<file path="config.mk">
export PLATFORM = sky130hd
export DESIGN_NAME = kypd_scan_ctrl
export DESIGN_NICKNAME = d
export VERILOG_FILES = /design/src/rtl/kypd_pkg.sv /design/src/rtl/kypd_frame_debounce.sv /design/src/rtl/kypd_scan_ctrl.sv
export SDC_FILE = /design/constraint.sdc
export NUM_CORES = 1
export LEC_CHECK = 0
export CAP_MARGIN = 20
export CORE_UTILIZATION = 53
export DETAILED_ROUTE_END_ITERATION = 10
export PLACE_DENSITY_LB_ADDON = 0.05
export SLEW_MARGIN = 5
export SYNTH_ARGS = -nofsm -noshare
export SYNTH_HDL_FRONTEND = slang
export SYNTH_HIERARCHICAL = 1
export SYNTH_SLANG_ARGS = --single-unit
export TNS_END_PERCENT = 1
</file>
<file path="constraint.sdc">
create_clock -name clk -period 10.74 [get_ports clk]
set_clock_uncertainty 0.2 [all_clocks]
set_input_delay 1.611 -clock clk [delete_from_list [all_inputs] [get_ports clk]]
set_output_delay 1.611 -clock clk [all_outputs]
set_load 0.005 [all_outputs]
</file>
<file path="src/rtl/kypd_pkg.sv">
`default_nettype none
// ============================================================================
// Module : kypd_pkg
// Brief  : Shared types and the keypad code map for the Pmod KYPD scanner.
// Rev    : 1.0  initial release
// ============================================================================
package kypd_pkg;

  // Classification of one assembled keypad frame
  typedef enum logic [1:0] {
    KC_NONE   = 2'd0,
    KC_SINGLE = 2'd1,
    KC_MULTI  = 2'd2
  } key_class_e;

  // Column scan states, one per driven column
  typedef enum logic [1:0] {
    COL0 = 2'd0,
    COL1 = 2'd1,
    COL2 = 2'd2,
    COL3 = 2'd3
  } scan_state_e;

  // Hex legend printed on the KYPD, indexed by (row, col)
  function automatic logic [3:0] kypd_code(input logic [1:0] row, input logic [1:0] col);
    logic [3:0] c;
    c = 4'h0;
    case ({row, col})
      4'h0: c = 4'h1;
      4'h1: c = 4'h2;
      4'h2: c = 4'h3;
      4'h3: c = 4'hA;
      4'h4: c = 4'h4;
      4'h5: c = 4'h5;
      4'h6: c = 4'h6;
      4'h7: c = 4'hB;
      4'h8: c = 4'h7;
      4'h9: c = 4'h8;
      4'hA: c = 4'h9;
      4'hB: c = 4'hC;
      4'hC: c = 4'h0;
      4'hD: c = 4'hF;
      4'hE: c = 4'hE;
      4'hF: c = 4'hD;
      default: c = 4'h0;
    endcase
    return c;
  endfunction

endpackage
`default_nettype wire

</file>
<file path="src/rtl/kypd_frame_debounce.sv">
`default_nettype none
// ============================================================================
// Module : kypd_frame_debounce
// Brief  : Frame-level debouncer; commits a keypad state after N identical
//          frames and generates the key event outputs.
// Rev    : 1.0  initial release
// ============================================================================
module kypd_frame_debounce
  import kypd_pkg::*;
#(
  parameter int DEBOUNCE_FRAMES = 4
) (
  input  logic       clk,
  input  logic       rst_n,
  input  logic       frame_stb_i,
  input  key_class_e class_i,
  input  logic [3:0] code_i,
  output logic [3:0] key_code_o,
  output logic       key_valid_o,
  output logic       key_held_o,
  output logic       multi_key_o
);

  localparam logic [3:0] C_DF = 4'(DEBOUNCE_FRAMES);

  key_class_e cand_class_q, cand_class_d;
  logic [3:0] cand_code_q, cand_code_d;
  logic [3:0] cnt_q, cnt_d;
  key_class_e comm_class_q, comm_class_d;
  logic [3:0] comm_code_q, comm_code_d;
  logic [3:0] key_code_q, key_code_d;
  logic       key_valid_q, key_valid_d;
  logic       key_held_q, key_held_d;
  logic       multi_q, multi_d;
  logic       match_w;
  logic       commit_w;

  // Candidate tracking, commit decision and output update per frame.
  // Non-single classes always carry code 0, so comparing code is safe.
  always_comb begin
    cand_class_d = cand_class_q;
    cand_code_d  = cand_code_q;
    cnt_d        = cnt_q;
    comm_class_d = comm_class_q;
    comm_code_d  = comm_code_q;
    key_code_d   = key_code_q;
    key_valid_d  = 1'b0;
    key_held_d   = key_held_q;
    multi_d      = multi_q;
    match_w      = (class_i == cand_class_q) && (code_i == cand_code_q);
    commit_w     = 1'b0;
    if (frame_stb_i) begin
      if (match_w) begin
        cnt_d = (cnt_q >= C_DF) ? C_DF : cnt_q + 4'd1;
      end else begin
        cand_class_d = class_i;
        cand_code_d  = code_i;
        cnt_d        = 4'd1;
      end
      commit_w = (cnt_d == C_DF) &&
                 ((cand_class_d != comm_class_q) || (cand_code_d != comm_code_q));
    end
    if (commit_w) begin
      comm_class_d = cand_class_d;
      comm_code_d  = cand_code_d;
      case (cand_class_d)
        KC_SINGLE: begin
          key_code_d  = cand_code_d;
          key_held_d  = 1'b1;
          multi_d     = 1'b0;
          key_valid_d = 1'b1;
        end
        KC_MULTI: begin
          key_held_d = 1'b0;
          multi_d    = 1'b1;
        end
        default: begin
          key_held_d = 1'b0;
          multi_d    = 1'b0;
        end
      endcase
    end
  end

  // Debounce and output registers
  always_ff @(posedge clk or negedge rst_n) begin
    if (!rst_n) begin
      cand_class_q <= KC_NONE;
      cand_code_q  <= 4'h0;
      cnt_q        <= 4'd0;
      comm_class_q <= KC_NONE;
      comm_code_q  <= 4'h0;
      key_code_q   <= 4'h0;
      key_valid_q  <= 1'b0;
      key_held_q   <= 1'b0;
      multi_q      <= 1'b0;
    end else begin
      cand_class_q <= cand_class_d;
      cand_code_q  <= cand_code_d;
      cnt_q        <= cnt_d;
      comm_class_q <= comm_class_d;
      comm_code_q  <= comm_code_d;
      key_code_q   <= key_code_d;
      key_valid_q  <= key_valid_d;
      key_held_q   <= key_held_d;
      multi_q      <= multi_d;
    end
  end

  assign key_code_o  = key_code_q;
  assign key_valid_o = key_valid_q;
  assign key_held_o  = key_held_q;
  assign multi_key_o = multi_q;

endmodule
`default_nettype wire

</file>
<file path="src/rtl/kypd_scan_ctrl.sv">
`default_nettype none
// ============================================================================
// Module : kypd_scan_ctrl
// Brief  : Column-strobing scanner for the 4x4 Pmod KYPD with frame assembly,
//          classification and debounced one-cycle key events.
// Rev    : 1.0  initial release
// ============================================================================
module kypd_scan_ctrl
  import kypd_pkg::*;
#(
  parameter int SCAN_DIV        = 100000,
  parameter int DEBOUNCE_FRAMES = 4
) (
  input  logic       clk,
  input  logic       rst_n,
  output logic [3:0] col_n,
  input  logic [3:0] row_n,
  output logic [3:0] key_code,
  output logic       key_valid,
  output logic       key_held,
  output logic       multi_key
);

  localparam int            C_CW        = $clog2(SCAN_DIV);
  localparam logic [C_CW-1:0] C_DWELL_MAX = C_CW'(SCAN_DIV - 1);

  scan_state_e     state_q, state_d;
  logic [C_CW-1:0] dwell_q;
  logic [3:0]      row_meta_q, row_sync_q;
  logic [15:0]     frame_q;
  logic            frame_stb_q;
  logic            dwell_end_w;
  logic [1:0]      n_set_w;
  logic [3:0]      idx_w;
  key_class_e      class_w;
  logic [3:0]      code_w;

  assign dwell_end_w = (dwell_q == C_DWELL_MAX);

  // Two-flop synchronizer on the asynchronous row inputs
  always_ff @(posedge clk or negedge rst_n) begin
    if (!rst_n) begin
      row_meta_q <= 4'hF;
      row_sync_q <= 4'hF;
    end else begin
      row_meta_q <= row_n;
      row_sync_q <= row_meta_q;
    end
  end

  // Scan FSM state register
  always_ff @(posedge clk or negedge rst_n) begin
    if (!rst_n) state_q <= COL0;
    else        state_q <= state_d;
  end

  // Scan FSM next state: advance one column at the end of each dwell
  always_comb begin
    state_d = state_q;
    if (dwell_end_w) begin
      case (state_q)
        COL0:    state_d = COL1;
        COL1:    state_d = COL2;
        COL2:    state_d = COL3;
        default: state_d = COL0;
      endcase
    end
  end

  // Scan FSM outputs: drive exactly one column low
  always_comb begin
    col_n = 4'b1110;
    case (state_q)
      COL1:    col_n = 4'b1101;
      COL2:    col_n = 4'b1011;
      COL3:    col_n = 4'b0111;
      default: col_n = 4'b1110;
    endcase
  end

  // Dwell counter, frame latch and end-of-frame strobe
  always_ff @(posedge clk or negedge rst_n) begin
    if (!rst_n) begin
      dwell_q     <= '0;
      frame_q     <= 16'h0000;
      frame_stb_q <= 1'b0;
    end else begin
      frame_stb_q <= dwell_end_w && (state_q == COL3);
      if (dwell_end_w) begin
        dwell_q                    <= '0;
        frame_q[4*state_q +: 4]    <= ~row_sync_q;
      end else begin
        dwell_q <= dwell_q + 1'b1;
      end
    end
  end

  // Frame classification; popcount saturates at two since MULTI needs no more
  always_comb begin
    n_set_w = 2'd0;
    idx_w   = 4'd0;
    for (int i = 0; i < 16; i++) begin
      if (frame_q[i]) begin
        if (n_set_w == 2'd0) idx_w = 4'(i);
        if (n_set_w != 2'd2) n_set_w = n_set_w + 2'd1;
      end
    end
    case (n_set_w)
      2'd0:    class_w = KC_NONE;
      2'd1:    class_w = KC_SINGLE;
      default: class_w = KC_MULTI;
    endcase
    // frame bit 4*col+row, so idx[1:0] is the row and idx[3:2] the column
    code_w = (class_w == KC_SINGLE) ? kypd_code(idx_w[1:0], idx_w[3:2]) : 4'h0;
  end

  kypd_frame_debounce #(
    .DEBOUNCE_FRAMES (DEBOUNCE_FRAMES)
  ) u_debounce (
    .clk         (clk),
    .rst_n       (rst_n),
    .frame_stb_i (frame_stb_q),
    .class_i     (class_w),
    .code_i      (code_w),
    .key_code_o  (key_code),
    .key_valid_o (key_valid),
    .key_held_o  (key_held),
    .multi_key_o (multi_key)
  );

endmodule
`default_nettype wire

</file>
==> results.yml <==
placed_design:
  dpl.hpwl_um: 8610
  gp_congestion: 0.867
  portBuffers: 16
critical_path:
  reg2reg_from: "frame_q[0]$_DFFE_PN0P_"
  required_ns: 10.77
  regToRegEndpoint: "u_debounce/key_code_o[3]$_DFFE_PN0P_"
  worst_path_largest_cell_delay_ns: 0.50
  crit_slowest_cell: "o311ai_0"
  r2r_cells: 30
  cp_max_fo: 8
  crit_type: "register to register"
  cp-end-kind: "register"
  critPathLaunch: "frame_q[0]$_DFFE_PN0P_"
  cp-start-kind: "register"
  ff2ff_setup_slack_ns: 1.99
  cpMostUsedCell: "ha_1"
  critPathArrivalTime_ns: 8.78
synth:
  syn-num-nets: 590
  synth-seq-cells: 67
  synthTopCellsByArea: "dfrtp_1 27%, dfstp_2 3.9%, nand2_1 3.8%, ha_1 3.7%, mux2_2 3.1%"
  synth_cells: 568
  synth_edf_count: 0
  async_reset_ff_share_pct: 100
  synth.avg_cell_area_um2: 9.48
  synthTopCellsByCount: "59 x dfrtp_1, 55 x nand2_1, 37 x nor2_1"
  synth_top_cell_by_area: "dfrtp_1"
  seq_area_frac_synth_pct: 31.3
  yosysMostFrequentCell: "dfrtp_1"
  synth_warnings: 6
  netlist_area_um2: 5380
  synth.distinct_cells: 106
  yosysTopAreaCellShare_pct: 27.4
  synthFlopType: "dfrtp_1"
pwr:
  comb_power_share_pct: 1.4
  p_int_mw: 0.364
  cellPowerDensity_nw_per_um2: 79.9
  ir_drop_mv: 0.102
  switching_power_mw: 0.0984
  seq_power_share_pct: 55.5
  power_leakage_nw: 2.36
  switching_share_pct: 21.3
  clockPowerShare_pct: 43.1
cells_and_area:
  syn_to_final_growth_pct: 7.46
  ff_latch_area_um2: 1690
  multi_input_area_um2: 3490
  num_antenna_cells: 0
  fill_cells: 903
  drive_gt1_share_pct: 18.2
  finalNetCount: 598
clocking:
  clock_latency_ns: 0.35
  cts_resized: 0
  hold_buffers: 0
  clk_path_buf_depth: 2
  cts_root_buffer: "clkbuf_8"
  path_clk_slew_ns: 0.07
  cts_buffers: 9
  cts.sinks: 67
  post-cts-setup-buffer-count: 0
  cts_tree: "built"
  cts_max_level: 3
sta:
  rsz0062_at_grt: "no"
  setup_viol: 0
  tightest_slew_ns: 0.814
  slew-limit-headroom_pct: 45.8
  finalCritPeriodShare_pct: 81.5
  setup_tns_ns: 0
  hold_ws_ns: 0.157
  fmax_mhz: 114
  hold_viol_final: 0
  slew_violations: 0
  min_period_ns: 8.75
global_route:
  overflow: 0
  grt_pass1_wl_um: 19200
  grt.total_usage_pct: 23.0
  grt_pass1_vias: 4050
  antenna_found_initial: 0
  grt_max_degree: 68
routing:
  viasPerCell: 5.94
  drc: 0
  num_vias: 4243
  drt_iter0_drc: 188
  finalWirelength_um: 11300
  wl_per_cell_um: 15.9
  drt.antenna.violating_nets: 0
  drt_pre_antenna_iters: 5
flow_run:
  cap_violations: 0
die:
  die_y_um: 103
  rows: 36
  die_area_um2: 10600
  initial_core_util_pct: 54.8
  core_area_um2: 9820
  num_io_pins: 17
  die_x_um: 103
min_path:
  hold_path_class: "register to register"
  hold_start: "row_meta_q[1]$_DFF_PN1_"
  whs_endpoint: "row_sync_q[1]$_DFF_PN1_"
  holdPathStages: 0
run_status:
  status: "completed"
-- per-layer routing --
layer,routed length (um),part of all wire (%),vias up,GRT usage [%]
met5,0,0,-,0
met2,5320,47,73,38.5
met1,5510,49,1998,30.5
met4,218,1.9,0,7.69
met3,307,2.7,24,3.59
li1,-,-,2148,-
-- placed cells by master (no fill, tap or decap), types with 4 or more instances in the layout --
cell type        instances
nor2_1                  37
nand3_1                 16
inv_1                   25
nor2b_1                 10
o22ai_1                  6
ha_1                    16
a211oi_2                 5
xnor2_1                 18
dfstp_2                  8
or3_1                    6
mux2i_1                  5
xor2_1                  17
nor3_1                   8
o31ai_1                 14
and4_1                   4
clkdlybuf4s50_1         15
clkbuf_8                 9
nand4_1                  4
nand3b_1                 4
mux2_4                   6
a21oi_1                 18
o21ai_1                  5
a211o_1                  8
and3_1                   7
mux2_2                  15
and2_1                   9
o21a_1                   8
o21ai_0                 29
nand2_1                 55
nor4_1                   4
dfrtp_1                 59
o211ai_1                15
-- stage by stage --
step           power, mW  instances  setup slack, ns  util [%]  area (um^2)
2_1_floorplan      0.260        568             2.98         -         5380
3_3_place_gp       0.268        698             2.18      57.0         5600
3_5_place_dp       0.268        698             2.05      57.0         5600
4_1_cts            0.471        714             2.00      58.9         5790
5_1_grt            0.481        714             1.44      58.9         5790
6_report           0.462        714             1.99      58.9         5790
-- power by group through the flow --
stage               clock network, mW  registers (mW)   logic, mW
finish                          0.199           0.256     0.00642
global route                    0.217           0.256     0.00758
CTS                             0.208           0.256     0.00684
detailed placement                  0           0.261     0.00678
global placement                    0           0.261     0.00669
floorplan                           0           0.260  0.00000594
-- worst max-delay path by stage --
| stage | slack, ns | to |
|---|---|---|
| 4_1_cts | 2.00 | u_debounce/key_code_o[3]$_DFFE_PN0P_ |
| 2_1_floorplan | 2.98 | u_debounce/key_code_o[0]$_DFFE_PN0P_ |
| 3_5_place_dp | 2.05 | u_debounce/key_code_o[3]$_DFFE_PN0P_ |
| 3_3_place_gp | 2.18 | u_debounce/key_code_o[0]$_DFFE_PN0P_ |
| 6_report | 1.99 | u_debounce/key_code_o[3]$_DFFE_PN0P_ |
| 5_1_grt | 1.44 | u_debounce/key_code_o[2]$_DFFE_PN0P_ |
-- area by class of cell --
cell class / count / area share, %
repair buffers: 17 / 2.81
clock buffers: 11 / 2.27
clock inverters: 5 / 0.930
multi-input cells: 455 / 60.3
inverters: 26 / 1.69
flip-flops and latches: 67 / 29.2
well taps: 133 / 2.88
-- state kept, by name, indices dropped and copies added (netlist names) --
signal and count:
dwell_q 17, frame_q 16, frame_stb_q 1, row_meta_q 4, row_sync_q 4, state_q 2, u_debounce/cand_class_q 2, u_debounce/cand_code_q 4
u_debounce/cnt_q 4, u_debounce/comm_class_q 2, u_debounce/comm_code_q 4, u_debounce/key_code_o 4, u_debounce/key_held_o 1, u_debounce/key_valid_o 1, u_debounce/multi_key_o 1
-- kinds of logic after synthesis --
group	after synthesis	synth area share (%)
flip-flops	67	31.3
adder cells (fa/ha/maj)	16	3.72
multiplexers	26	5.74
AND/OR/NAND/NOR	201	21.6
buffers and inverters	46	3.90
AO/OA/AOI/OAI	173	26.6
XOR/XNOR	39	7.11
-- critical path: cells and delay by family, from the launching register on --
family          cells  cell delay, ns
flops               1            0.39
simple gates       10            3.03
compound gates     13            3.30
buf+inv             1            0.10
fa+ha+maj           3            0.91
xor+xnor            2            0.36
mux                 1            0.34
(Power assumes the default switching activity.)
